$ cat config.mk
export PLATFORM = sky130hd
export DESIGN_NAME = ifetch_ctrl_flat
export DESIGN_NICKNAME = d
export VERILOG_FILES = /design/src/rtl/ifetch_ctrl_if.sv /design/src/rtl/ifetch_ctrl.sv /design/src/flat_wrapper.sv
export SDC_FILE = /design/constraint.sdc
export NUM_CORES = 1
export LEC_CHECK = 0
export CORE_ASPECT_RATIO = 0.75
export CORE_MARGIN = 5
export CORE_UTILIZATION = 68
export DETAILED_ROUTE_END_ITERATION = 8
export DONT_BUFFER_PORTS = 1
export PLACE_DENSITY = 0.84
export SETUP_SLACK_MARGIN = 0.3
export SYNTH_ARGS = -nofsm -noshare
export SYNTH_HDL_FRONTEND = slang
export SYNTH_SLANG_ARGS = --single-unit
$ cat constraint.sdc
create_clock -name clk -period 13.5 [get_ports clk]
set_clock_uncertainty 0.15 [all_clocks]
set_input_delay 4.05 -clock clk [delete_from_list [all_inputs] [get_ports clk]]
set_output_delay 4.05 -clock clk [all_outputs]
set_load 0.01 [all_outputs]
$ cat src/rtl/ifetch_ctrl_if.sv
// Fetch-controller bus: the PC register port, the IMEM req/ack port and the decode valid/ready port.
// The master side is ifetch_ctrl. The slave side is the surrounding CPU (PC register, IMEM, decode).
interface ifetch_ctrl_if;
    logic [31:0] pc_cur;
    logic        pc_we;
    logic [31:0] pc_next;
    logic        redirect;
    logic [31:0] redirect_pc;
    logic        im_req;
    logic [31:0] im_addr;
    logic        im_ack;
    logic [31:0] im_rdata;
    logic [31:0] inst;
    logic        inst_valid;
    logic        inst_ready;
    logic        fetch_err;

    modport master (
        input  pc_cur, redirect, redirect_pc, im_ack, im_rdata, inst_ready,
        output pc_we, pc_next, im_req, im_addr, inst, inst_valid, fetch_err
    );
    modport slave (
        output pc_cur, redirect, redirect_pc, im_ack, im_rdata, inst_ready,
        input  pc_we, pc_next, im_req, im_addr, inst, inst_valid, fetch_err
    );
endinterface

$ cat src/rtl/ifetch_ctrl.sv
// Instruction-fetch controller: reads PC, fetches over IMEM req/ack, hands the word to decode,
// then writes PC+4 or a redirect target back to the PC register (which captures on negedge).
module ifetch_ctrl #(
    parameter logic [31:0] RESET_PC = 32'h0040_0000,
    parameter int unsigned TIMEOUT  = 255
) (
    input  logic          clk,
    input  logic          rst,
    ifetch_ctrl_if.master bus
);
    typedef enum logic [2:0] {IDLE, REQ, HOLD, UPDATE, ERR} state_t;

    localparam logic [7:0] WAIT_LAST = 8'(TIMEOUT - 1);

    state_t      state, state_nx;
    logic [31:0] fetch_addr, fetch_addr_nx;
    logic [31:0] redir_tgt, redir_tgt_nx;
    logic        squash, squash_nx;
    logic [7:0]  wait_cnt, wait_cnt_nx;
    logic        start;

    logic        pc_we_q, pc_we_nx;
    logic [31:0] pc_next_q, pc_next_nx;
    logic        im_req_q, im_req_nx;
    logic [31:0] im_addr_q, im_addr_nx;
    logic [31:0] inst_q, inst_nx;
    logic        inst_valid_q, inst_valid_nx;
    logic        fetch_err_q, fetch_err_nx;

    always_ff @(posedge clk or posedge rst) begin
        if (rst) begin
            state        <= IDLE;
            fetch_addr   <= '0;
            redir_tgt    <= '0;
            squash       <= 1'b0;
            wait_cnt     <= '0;
            pc_we_q      <= 1'b0;
            pc_next_q    <= RESET_PC;
            im_req_q     <= 1'b0;
            im_addr_q    <= '0;
            inst_q       <= '0;
            inst_valid_q <= 1'b0;
            fetch_err_q  <= 1'b0;
        end else begin
            state        <= state_nx;
            fetch_addr   <= fetch_addr_nx;
            redir_tgt    <= redir_tgt_nx;
            squash       <= squash_nx;
            wait_cnt     <= wait_cnt_nx;
            pc_we_q      <= pc_we_nx;
            pc_next_q    <= pc_next_nx;
            im_req_q     <= im_req_nx;
            im_addr_q    <= im_addr_nx;
            inst_q       <= inst_nx;
            inst_valid_q <= inst_valid_nx;
            fetch_err_q  <= fetch_err_nx;
        end
    end

    always_comb begin
        state_nx      = state;
        fetch_addr_nx = fetch_addr;
        redir_tgt_nx  = redir_tgt;
        squash_nx     = squash;
        wait_cnt_nx   = wait_cnt;
        pc_we_nx      = 1'b0;
        pc_next_nx    = pc_next_q;
        im_req_nx     = im_req_q;
        im_addr_nx    = im_addr_q;
        inst_nx       = inst_q;
        inst_valid_nx = inst_valid_q;
        fetch_err_nx  = fetch_err_q;
        start         = 1'b0;

        case (state)
            IDLE: begin
                if (bus.redirect) begin
                    state_nx   = UPDATE;
                    pc_we_nx   = 1'b1;
                    pc_next_nx = bus.redirect_pc;
                end else begin
                    start = 1'b1;
                end
            end
            REQ: begin
                if (bus.im_ack) begin
                    im_req_nx = 1'b0;
                    // A redirect landing on the ack cycle squashes this word too.
                    if (squash || bus.redirect) begin
                        squash_nx  = 1'b0;
                        state_nx   = UPDATE;
                        pc_we_nx   = 1'b1;
                        pc_next_nx = bus.redirect ? bus.redirect_pc : redir_tgt;
                    end else begin
                        inst_nx       = bus.im_rdata;
                        inst_valid_nx = 1'b1;
                        state_nx      = HOLD;
                    end
                end else begin
                    wait_cnt_nx = wait_cnt + 8'd1;
                    if (bus.redirect) begin
                        squash_nx    = 1'b1;
                        redir_tgt_nx = bus.redirect_pc;
                    end
                    if (wait_cnt == WAIT_LAST) begin
                        state_nx     = ERR;
                        im_req_nx    = 1'b0;
                        fetch_err_nx = 1'b1;
                    end
                end
            end
            HOLD: begin
                if (bus.redirect) begin
                    inst_valid_nx = 1'b0;
                    pc_we_nx      = 1'b1;
                    pc_next_nx    = bus.redirect_pc;
                    state_nx      = UPDATE;
                end else if (bus.inst_ready) begin
                    inst_valid_nx = 1'b0;
                    pc_we_nx      = 1'b1;
                    pc_next_nx    = fetch_addr + 32'd4;
                    state_nx      = UPDATE;
                end
            end
            UPDATE: begin
                if (bus.redirect) begin
                    pc_we_nx   = 1'b1;
                    pc_next_nx = bus.redirect_pc;
                end else begin
                    start = 1'b1;
                end
            end
            ERR: begin
                im_req_nx     = 1'b0;
                inst_valid_nx = 1'b0;
                fetch_err_nx  = 1'b1;
            end
            default: state_nx = IDLE;
        endcase

        // pc_cur is already updated here: the PC register wrote on the previous negedge.
        if (start) begin
            fetch_addr_nx = bus.pc_cur;
            if (bus.pc_cur[1:0] != 2'b00) begin
                state_nx     = ERR;
                fetch_err_nx = 1'b1;
            end else begin
                state_nx    = REQ;
                im_req_nx   = 1'b1;
                im_addr_nx  = bus.pc_cur;
                wait_cnt_nx = '0;
            end
        end
    end

    assign bus.pc_we      = pc_we_q;
    assign bus.pc_next    = pc_next_q;
    assign bus.im_req     = im_req_q;
    assign bus.im_addr    = im_addr_q;
    assign bus.inst       = inst_q;
    assign bus.inst_valid = inst_valid_q;
    assign bus.fetch_err  = fetch_err_q;
endmodule

$ cat src/flat_wrapper.sv
// flat-port wrapper written by rule: the top's interface ports become plain ports
module ifetch_ctrl_flat 
#(
    parameter logic [31:0] RESET_PC = 32'h0040_0000,
    parameter int unsigned TIMEOUT  = 255
)
  (clk, rst, bus_pc_cur, bus_redirect, bus_redirect_pc, bus_im_ack, bus_im_rdata, bus_inst_ready, bus_pc_we, bus_pc_next, bus_im_req, bus_im_addr, bus_inst, bus_inst_valid, bus_fetch_err);
  ifetch_ctrl_if bus_i ();
  input  logic clk;
  input  logic rst;
  input wire logic [$bits(bus_i.pc_cur)-1:0] bus_pc_cur;
  input wire logic [$bits(bus_i.redirect)-1:0] bus_redirect;
  input wire logic [$bits(bus_i.redirect_pc)-1:0] bus_redirect_pc;
  input wire logic [$bits(bus_i.im_ack)-1:0] bus_im_ack;
  input wire logic [$bits(bus_i.im_rdata)-1:0] bus_im_rdata;
  input wire logic [$bits(bus_i.inst_ready)-1:0] bus_inst_ready;
  output wire logic [$bits(bus_i.pc_we)-1:0] bus_pc_we;
  output wire logic [$bits(bus_i.pc_next)-1:0] bus_pc_next;
  output wire logic [$bits(bus_i.im_req)-1:0] bus_im_req;
  output wire logic [$bits(bus_i.im_addr)-1:0] bus_im_addr;
  output wire logic [$bits(bus_i.inst)-1:0] bus_inst;
  output wire logic [$bits(bus_i.inst_valid)-1:0] bus_inst_valid;
  output wire logic [$bits(bus_i.fetch_err)-1:0] bus_fetch_err;
  assign bus_i.pc_cur = bus_pc_cur;
  assign bus_i.redirect = bus_redirect;
  assign bus_i.redirect_pc = bus_redirect_pc;
  assign bus_i.im_ack = bus_im_ack;
  assign bus_i.im_rdata = bus_im_rdata;
  assign bus_i.inst_ready = bus_inst_ready;
  assign bus_pc_we = bus_i.pc_we;
  assign bus_pc_next = bus_i.pc_next;
  assign bus_im_req = bus_i.im_req;
  assign bus_im_addr = bus_i.im_addr;
  assign bus_inst = bus_i.inst;
  assign bus_inst_valid = bus_i.inst_valid;
  assign bus_fetch_err = bus_i.fetch_err;
  ifetch_ctrl #(.RESET_PC(RESET_PC), .TIMEOUT(TIMEOUT)) u_core (.clk(clk), .rst(rst), .bus(bus_i));
endmodule
==> reports/qor.yml, run 1 <==
status:
  run_status: "finished clean"
grt:
  grt_pass1_wl_mm: 36.07
  antenna_found_initial: 1
  vias_in_the_first_global_route: 6731
  grt_start_max_net_pins: 102
  grt_overflow: 0
  grt_use_total: 0.3060
critical_path:
  cpPeakStageDelay_ns: 0.81
  cp_data_required_time_ns: 13.70
  critical_path.cell_chain: "nor2_1, a221oi_2, nand2_1, inv_1, o21ai_0, o21ai_0"
  timing.critical_path.slowest_stage_cell: "sky130_fd_sc_hd__a221oi_2"
  startpoint_type: "input port"
  worst-path-max-fanout: 30
  setup.reg_to_reg.worst_slack_ns: 10.13
  regToRegStartpoint: "u_core.state[2]"
  timing.critical_path.arrival_ns: 6.34
  crit-reg2reg-capture: "u_core.bus.pc_next[7]"
  worst_r2r_path_depth: 5
  critPathMostFrequentCell: "sky130_fd_sc_hd__o21ai_0"
  path_class: "in2reg"
  critPathCaptureType: "flip-flop"
sta:
  worst_slew_pin_slew_ns: 1.116
  fin_crit_sh: 0.4555
  finalHoldViolations: 0
  rsz0062_at_grt: "false"
  slew_headroom: 0.2559
  setup-tns-final_ns: 0
  setup_violations: 0
  post-route-min-period_ns: 6.149
  maxClockFrequency_ghz: 0.1626
  timing_max_transition_violations_final: 0
clocking:
  post_cts_buffers: 0
  cts_max_path_buffers: 2
  cell_chosen_for_the_clock_root: "sky130_fd_sc_hd__clkbuf_16"
  cts_inserted_buffers: 17
  cts.repair.resized: 0
  numClockSinks: 176
  cts.htree.levels: 4
  tritoncts: "done"
  clkSlewWorstSetupHoldPaths_ns: 0.07
  clkLatencyLatePin_ns: 0.43
  cts.hold.buffers_added: 0
final_layout:
  num_antenna_cells: 0
  layout.nets: 937
  flow.area_growth_from_synthesis_pct: 7.447
  most-common-layout-cells: "175 x sky130_fd_sc_hd__dfrtp_1, 141 x sky130_fd_sc_hd__nand2_1, 86 x sky130_fd_sc_hd__mux2_2, 61 x sky130_fd_sc_hd__nor2_1, 58 x sky130_fd_sc_hd__o21ai_0"
  layout_cells_sized_above_1: 0.1728
  instances_no_fill: 1011
  final_common_cell: "sky130_fd_sc_hd__dfrtp_1"
logic_synthesis:
  synth.distinct_cells: 66
  syn_nets: 961
  synth_area_per_cell_sq_um: 10.04
  synthArstFlopShare: 1.000
  netlist_area_before_placement_sq_um: 8602
  ys_dominant_reg_cell: "sky130_fd_sc_hd__dfrtp_1"
  synth_edf_count: 0
  post_synthesis_sequential_element_count: 176
  synth_sequential_area_ratio: 0.5121
  yosysWarnings: 0
  postSynthCellCount: 857
floorplan:
  core.rowCount: 35
  die_w_um: 139.9
  floorplan.io_pins: 201
  dieHeight_um: 107.4
  core_area_sq_um: 12350
  initial_utilization: 0.6966
  die_area_sq_um: 15020
drt:
  vias: 6726
  route.detailed.drc: 0
  wirelength_mm: 22.86
  route.met2.wl_mm: 10.71
  vias_per_cell: 6.653
  detail_route.iter0.violations: 721
  antenna_violating_nets_post_route: 0
  wl_met3_mm: 2.698
  wl_met1_mm: 9.032
  maxUsedRoutingLayer: "met5"
  drtPass1Iterations: 6
  drt-wirelength-per-cell_um: 22.61
run:
  max_cap_viol_count: 0
placed_design:
  dpl.hpwl_mm: 16.06
  io_buffer_count: 0
  numPlacedInstances: 980
  final_wtd_congestion: 0.8729
power_and_ir_drop:
  peakVddDrop_mv: 0.1243
  power.leakage_nw: 4.082
  powerDensity_nw_per_um2: 252.9
hold_path:
  holdPathStages: 2
  hold_start: "u_core.redir_tgt[22]"
  min_path_type: "reg2reg"
  hold_path_end: "u_core.redir_tgt[22]"
## critical path: cells and delay by family
kind	cells	cell delay, ns
AO/OA/AOI/OAI	3	1.28
buffers and inverters	1	0.81
AND/OR/NAND/NOR	2	0.20
## report_power, final
part / switching, mW / total [mW] / internal (mW) / leakage (nW)
sequential: 0.308 / 1.09 / 0.778 / 2.15
combinational: 0.429 / 0.767 / 0.338 / 1.66
clock: 0.225 / 0.484 / 0.260 / 0.274
total: 0.962 / 2.34 / 1.38 / 4.08
## routing by layer
metal	GRT usage	up-vias
li1	-	3000
met1	0.4206	3303
met2	0.4629	382
met3	0.1066	39
met4	0.09474	2
met5	0	-
## logic make-up (layout without fill, tap and decap cells)
family | Yosys count | count (layout) | synth area share
mux | 97 | 97 | 0.1254
xor+xnor | 22 | 22 | 0.02240
fa+ha+maj | 4 | 4 | 0.005528
buf+inv | 73 | 61 | 0.03505
simple gates | 297 | 297 | 0.1594
compound gates | 188 | 188 | 0.1401
flops | 176 | 176 | 0.5121
## worst max path at each step
stage | from | slack (ns) | depth (start not counted) | to
CTS | bus_im_ack | 7.45 | 6 | u_core.bus.pc_next[7]
finish | bus_im_ack | 7.35 | 6 | u_core.bus.pc_next[7]
detailed placement | bus_im_ack | 6.99 | 6 | u_core.bus.pc_next[7]
global placement | bus_im_ack | 7.13 | 6 | u_core.bus.pc_next[31]
floorplan | rst | 4.53 | 1 | u_core.bus.fetch_err
global route | bus_im_ack | 7.18 | 6 | u_core.bus.pc_next[7]
## Yosys cell counts, types with 3 or more instances
master	count	area share
sky130_fd_sc_hd__buf_1	5	0.0022
sky130_fd_sc_hd__mux2_2	86	0.11
sky130_fd_sc_hd__nand2b_1	11	0.0080
sky130_fd_sc_hd__nand4_1	12	0.0087
sky130_fd_sc_hd__o21a_1	3	0.0026
sky130_fd_sc_hd__nand2_1	141	0.062
sky130_fd_sc_hd__xnor2_1	6	0.0061
sky130_fd_sc_hd__inv_1	17	0.0074
sky130_fd_sc_hd__and4_1	4	0.0041
sky130_fd_sc_hd__nor2_1	61	0.027
sky130_fd_sc_hd__a21oi_1	41	0.024
sky130_fd_sc_hd__nand3_1	15	0.0087
sky130_fd_sc_hd__nor4_1	5	0.0036
sky130_fd_sc_hd__a31oi_1	9	0.0065
sky130_fd_sc_hd__o221a_2	3	0.0039
sky130_fd_sc_hd__o21ai_0	58	0.034
sky130_fd_sc_hd__a2bb2oi_1	5	0.0051
sky130_fd_sc_hd__and2_1	4	0.0029
sky130_fd_sc_hd__or3_1	4	0.0029
sky130_fd_sc_hd__ha_1	3	0.0044
sky130_fd_sc_hd__xor2_1	16	0.016
sky130_fd_sc_hd__a2111oi_0	7	0.0071
sky130_fd_sc_hd__o22ai_1	16	0.012
sky130_fd_sc_hd__nor3b_1	3	0.0026
sky130_fd_sc_hd__mux2i_1	11	0.013
sky130_fd_sc_hd__clkbuf_1	41	0.018
sky130_fd_sc_hd__a311oi_1	3	0.0031
sky130_fd_sc_hd__o221ai_1	4	0.0041
sky130_fd_sc_hd__buf_6	3	0.0039
sky130_fd_sc_hd__clkinv_1	3	0.0013
sky130_fd_sc_hd__or2_2	3	0.0022
sky130_fd_sc_hd__nor2b_1	3	0.0022
sky130_fd_sc_hd__buf_2	3	0.0017
sky130_fd_sc_hd__dfrtp_1	175	0.51
sky130_fd_sc_hd__a21o_1	4	0.0035
sky130_fd_sc_hd__nor3_1	16	0.0093
sky130_fd_sc_hd__and3_1	6	0.0044
sky130_fd_sc_hd__a211oi_1	9	0.0079
## sequential cells by signal, summed over array words and instances, names as in the netlist
| signal | flops |
|---|---|
| u_core.redir_tgt | 32 |
| u_core.bus.im_addr | 32 |
| u_core.bus.inst_valid | 1 |
| u_core.squash | 1 |
| u_core.bus.fetch_err | 1 |
| u_core.wait_cnt | 8 |
| u_core.bus.im_req | 1 |
| u_core.bus.pc_we | 1 |
| u_core.bus.inst | 32 |
| u_core.fetch_addr | 32 |
| u_core.state | 3 |
| u_core.bus.pc_next | 32 |
## area by class of cell
class / count / area, sq um
Clock buffer: 17 / 425.4
Clock inverter: 14 / 148.9
Tap cell: 166 / 207.7
Timing Repair Buffer: 10 / 75.07
Fill cell: 837 / 3107
Multi-Input combinational cell: 608 / 3900
Inverter: 20 / 80.08
Sequential cell: 176 / 4405
## stage by stage
stage	worst slack, ns	power, mW	area (sq um)	utilization	hold slack, ns
6_report	7.351	2.337	9243	0.7484	0.3372
5_1_grt	7.182	2.470	9243	0.7484	0.3712
4_1_cts	7.451	2.326	9243	0.7484	0.3426
3_5_place_dp	6.993	1.837	8668	0.7019	0.3258
3_3_place_gp	7.128	1.779	8668	0.7019	0.3078
2_1_floorplan	4.528	1.615	8602	-	0.2955
No activity file was read; power rests on OpenSTA's default activity.
==> run 2, diff against run 1 <==
CORE_UTILIZATION = 58   (was 68)
PLACE_DENSITY = 0.76   (was 0.84)
clock period = 4.95 ns   (was 13.5 ns; I/O delays follow)
==> run 2 against run 1 <==
Net effect:
- core utilization decreased by 10 points
- routed wire length increased by 0.41%
- largest cell class unchanged
- sequential cell count unchanged
- worst hold slack got worse by 0.0074 ns
- design area increased by 1.2%
- sequential share of layout area decreased by 0.56 points
- largest power group unchanged
- non-clock buffer count increased by 3
- combinational power increased to 2.8 times the previous value
- worst setup slack got worse by 5.4 ns
- total power increased to 2.7 times the previous value
==> reports/qor.yml, run 2 (same netlist as run 1, synthesis figures left out) <==
sta:
  slew_headroom: 0.3345
  rsz0062_at_grt: "false"
  worst_hold_margin_ns: 0.3298
  timing_max_transition_violations_final: 0
  setup-tns-final_ns: 0
  maxClockFrequency_ghz: 0.3286
  layout_setup_ws_ns: 1.906
  finalHoldViolations: 0
  post-route-min-period_ns: 3.044
  setup_violations: 0
  fin_crit_sh: 0.6149
  worst_slew_pin_slew_ns: 0.9972
power_and_ir_drop:
  powerDensity_nw_per_um2: 686.9
  peakVddDrop_mv: 0.3293
  fin_total_pwr_mw: 6.425
  power.leakage_nw: 4.122
floorplan:
  core.rowCount: 38
  die_w_um: 150.6
  die_area_sq_um: 17390
  dieHeight_um: 115.5
  core_area_sq_um: 14500
  floorplan.io_pins: 201
  initial_utilization: 0.5932
critical_path:
  worst-path-max-fanout: 30
  regToRegStartpoint: "u_core.state[0]"
  worst_r2r_path_depth: 6
  critPathCaptureType: "flip-flop"
  cp_data_required_time_ns: 5.15
  setup.reg_to_reg.worst_slack_ns: 2.06
  timing.critical_path.arrival_ns: 3.24
  critical_path.startpoint: "bus_im_ack"
  crit-reg2reg-capture: "u_core.wait_cnt[5]"
  path_class: "in2reg"
  startpoint_type: "input port"
clocking:
  cts.hold.buffers_added: 0
  clkSlewWorstSetupHoldPaths_ns: 0.07
  clkLatencyLatePin_ns: 0.44
  cts_inserted_buffers: 17
  cts.repair.resized: 0
  post_cts_buffers: 0
  cts.htree.levels: 4
  tritoncts: "done"
  cts_max_path_buffers: 2
  cell_chosen_for_the_clock_root: "sky130_fd_sc_hd__clkbuf_16"
  numClockSinks: 176
grt:
  grt_pass1_wl_mm: 35.23
  antenna_found_initial: 0
  vias_in_the_first_global_route: 6417
  grt_start_max_net_pins: 74
  grt_overflow: 0
  grt_use_total: 0.2614
final_layout:
  layout_cells_sized_above_1: 0.1767
  layout.nets: 940
  num_antenna_cells: 0
  final_common_cell: "sky130_fd_sc_hd__dfrtp_1"
  instances_no_fill: 1049
  flow.area_growth_from_synthesis_pct: 8.727
  fillers: 1129
  most-common-layout-cells: "175 x sky130_fd_sc_hd__dfrtp_1, 141 x sky130_fd_sc_hd__nand2_1, 86 x sky130_fd_sc_hd__mux2_2, 61 x sky130_fd_sc_hd__nor2_1, 58 x sky130_fd_sc_hd__o21ai_0"
drt:
  antenna_violating_nets_post_route: 0
  drt-wirelength-per-cell_um: 21.88
  wirelength_mm: 22.96
  vias_per_cell: 6.292
  drtPass1Iterations: 5
  vias: 6600
  route.detailed.drc: 0
  detail_route.iter0.violations: 739
placed_design:
  final_wtd_congestion: 0.9022
  dpl.hpwl_mm: 16.33
  numPlacedInstances: 1017
  io_buffer_count: 0
  detailedPlace.worstSlack_ns: 1.503
hold_path:
  hold_path_end: "u_core.redir_tgt[23]"
  min_path_type: "reg2reg"
  holdPathStages: 2
  hold_start: "u_core.redir_tgt[23]"
run:
  max_cap_viol_count: 0
status:
  run_status: "finished clean"
-- run 2: layout make-up --
type	instances	area [sq um]	share of cell area
sequential	176	4405	0.4710
clock buffer	17	425.4	0.04548
timing repair buffer	13	122.6	0.01311
multi-input combinational	608	3900	0.4170
inverter	20	78.83	0.008428
clock inverter	15	170.2	0.01819
tap	200	250.2	0.02676
-- run 2: worst max path at each step --
stage / end
after CTS: u_core.bus.pc_next[7]
after floorplan: u_core.bus.fetch_err
final: u_core.bus.pc_next[10]
after detailed placement: u_core.bus.pc_next[21]
after global routing: u_core.bus.pc_next[7]
after global placement: u_core.bus.pc_next[29]
-- run 2: report_power, final --
group          internal (mW)  total [mW]  switching (mW)
clock network          0.761        1.38           0.615
registers               2.12        2.92           0.794
logic                  0.933        2.13            1.20
-- run 2: metrics by stage --
stage / util / instance area (sq um)
after floorplan: - / 8606
after global placement: 0.6039 / 8757
after detailed placement: 0.6039 / 8757
after CTS: 0.6450 / 9353
after global routing: 0.6450 / 9353
final: 0.6450 / 9353
-- run 2: critical path, stage by stage --
cell	delay (ns)
sky130_fd_sc_hd__nor2_1	0.04
sky130_fd_sc_hd__a221oi_2	0.27
sky130_fd_sc_hd__buf_4	0.22
sky130_fd_sc_hd__nand2_1	0.08
sky130_fd_sc_hd__inv_1	0.73
sky130_fd_sc_hd__o21ai_0	0.22
sky130_fd_sc_hd__o21ai_0	0.19
-- run 2: metal layers --
metal,part of all wire,track usage,up-vias
met4,0.013,0.06280,0
met2,0.46,0.3927,353
met5,0,0,-
li1,-,-,3003
met3,0.12,0.09382,32
met1,0.41,0.3683,3212
==> run 3, diff against run 2 <==
CORE_UTILIZATION = 64   (was 58)
PLACE_DENSITY = 0.8   (was 0.76)
clock period = 2.9 ns   (was 4.95 ns; I/O delays follow)
==> run 3 against run 2 <==
Net effect:
- final cell count down 1.8%
- total power is 71% higher
- design area about the same
- first-iteration DRC count rose by 19%
- worst setup slack worse by 1.5 ns
- sequential power up 73%
- worst hold slack about the same
- via count grew 3.4%
- critical path type is now reg2reg
==> reports/qor.yml, run 3 (same netlist as run 1, synthesis figures left out) <==
critical_path:
  startpoint_type: "flip-flop"
  timing.critical_path.slowest_stage_cell: "sky130_fd_sc_hd__dfrtp_1"
  cpPeakStageDelay_ns: 0.44
  cp_data_required_time_ns: 3.07
  worst-path-max-fanout: 38
  timing.critical_path.max_delay_family: "buffers and inverters"
  path_class: "reg2reg"
  critical_path.n_buffers_inverters: 2
  critPathMostFrequentCell: "sky130_fd_sc_hd__buf_4"
  critical_path.cell_chain: "buf_4, nor2b_1, a211o_1, nand2_1, buf_4, nor2_1, a221oi_1"
  timing.critical_path.arrival_ns: 2.66
  critPathCaptureType: "flip-flop"
clocking:
  cts_max_path_buffers: 2
  cts_inserted_buffers: 17
  cts.hold.buffers_added: 0
  clkLatencyLatePin_ns: 0.44
  cell_chosen_for_the_clock_root: "sky130_fd_sc_hd__clkbuf_16"
  numClockSinks: 176
  cts.htree.levels: 4
  clkSlewWorstSetupHoldPaths_ns: 0.07
  tritoncts: "done"
  post_cts_buffers: 0
final_layout:
  instances_no_fill: 1030
  flow.area_growth_from_synthesis_pct: 8.771
  final_common_cell: "sky130_fd_sc_hd__dfrtp_1"
  fillers: 944
  most-common-layout-cells: "175 x sky130_fd_sc_hd__dfrtp_1, 141 x sky130_fd_sc_hd__nand2_1, 86 x sky130_fd_sc_hd__mux2_2, 61 x sky130_fd_sc_hd__nor2_1, 58 x sky130_fd_sc_hd__o21ai_0"
  layout.cell_area.non_filler_sq_um: 9356
  layout_cells_sized_above_1: 0.1874
  layout.nets: 950
  num_antenna_cells: 0
  post-route-util: 0.7163
sta:
  timing_max_transition_violations_final: 0
  slew_headroom: 0.5058
  rsz0062_at_grt: "false"
  fin_crit_sh: 0.8589
  worst_slew_pin_slew_ns: 0.7413
  worst_hold_margin_ns: 0.3302
  setup-tns-final_ns: 0
  post-route-min-period_ns: 2.491
  layout_setup_ws_ns: 0.4091
  finalHoldViolations: 0
  setup_violations: 0
  maxClockFrequency_ghz: 0.4015
grt:
  grt_use_total: 0.2980
  busiest_layer: "met2"
  grt_start_max_net_pins: 118
  grt_pass1_wl_mm: 37.43
  vias_in_the_first_global_route: 6799
  grtUsageMet1: 0.4049
  grt_overflow: 0
  grt_use_met2: 0.4532
  antenna_found_initial: 0
  use_met3: 0.1115
power_and_ir_drop:
  power.leakage_nw: 4.156
  powerDensity_nw_per_um2: 1172
  peakVddDrop_mv: 0.6098
  fin_total_pwr_mw: 10.96
drt:
  drt-wirelength-per-cell_um: 22.60
  route.detailed.drc: 0
  antenna_violating_nets_post_route: 0
  wirelength_mm: 23.27
  vias_per_cell: 6.626
  detail_route.iter0.violations: 877
  vias: 6825
  drtPass1Iterations: 5
status:
  run_status: "finished clean"
floorplan:
  core.rowCount: 36
  floorplan.io_pins: 201
  dieHeight_um: 110.4
  core_area_sq_um: 13060
  initial_utilization: 0.6585
  die_w_um: 143.9
  die_area_sq_um: 15880
placed_design:
  final_wtd_congestion: 0.8974
  numPlacedInstances: 998
  detailedPlace.worstSlack_ns: 0.3764
  postPlaceCellArea_sq_um: 8783
  dpl.hpwl_mm: 16.63
  io_buffer_count: 0
run:
  max_cap_viol_count: 0
hold_path:
  min_path_type: "in2async"
[run 3: changes by cell type in the layout (fill, tap and decap cells not counted), moves of 2 or more]
cell	delta
sky130_fd_sc_hd__a2111oi_1	+2
sky130_fd_sc_hd__a2111oi_0	-2
sky130_fd_sc_hd__buf_4	+11
sky130_fd_sc_hd__bufinv_16	-2
sky130_fd_sc_hd__inv_6	-3
sky130_fd_sc_hd__inv_8	+3
[run 3: timing repair]
item                                    in CTS  in global routing
gates resized for setup                      0                  3
hold endpoints to repair                     0                  0
endpoints found under the setup margin       0                  4
[run 3: power breakdown]
group          internal, mW  total, mW  switching (mW)
clock                  1.14       2.21            1.07
sequential             3.62       5.05            1.43
combinational          1.65       3.70            2.05
[run 3: metal layers]
metal  part of all wire  routed length, um
met4              0.021                493
met5                  0                  0
met2               0.46              10780
met3               0.12               2753
met1               0.40               9247
[run 3: layout make-up]
class                   count  area, sq um  area share
flip-flops and latches    176         4405      0.4708
inverters                  20        78.83    0.008425
multi-input cells         608         3905      0.4174
clock inverters            15        142.6     0.01524
clock buffers              17        425.4     0.04547
repair buffers             23        185.2     0.01979
well taps                 171        214.0     0.02287
[run 3: worst reg2reg max path, delay by kind of cell, from the launching register on]
family,cells,cell delay [ns]
and+or+nand+nor,3,0.42
AOI/OAI and AO/OA,2,0.65
buffers and inverters,2,0.73
DFF,1,0.44
[run 3: path summary, 6_finish.rpt]
kind | from | to | slack (ns) | cells after the start
setup / recovery | u_core.state[1] | u_core.bus.pc_next[30] | 0.41 | 7
hold / removal | rst | u_core.wait_cnt[4] | 0.33 | 2
setup reg to reg | u_core.state[1] | u_core.bus.pc_next[30] | 0.41 | 7
hold reg to reg | u_core.redir_tgt[16] | u_core.redir_tgt[16] | 0.34 | 2
max in group asynchronous | rst | u_core.bus.inst[27] | 1.67 | 2
min in group clk | u_core.redir_tgt[16] | u_core.redir_tgt[16] | 0.34 | 2
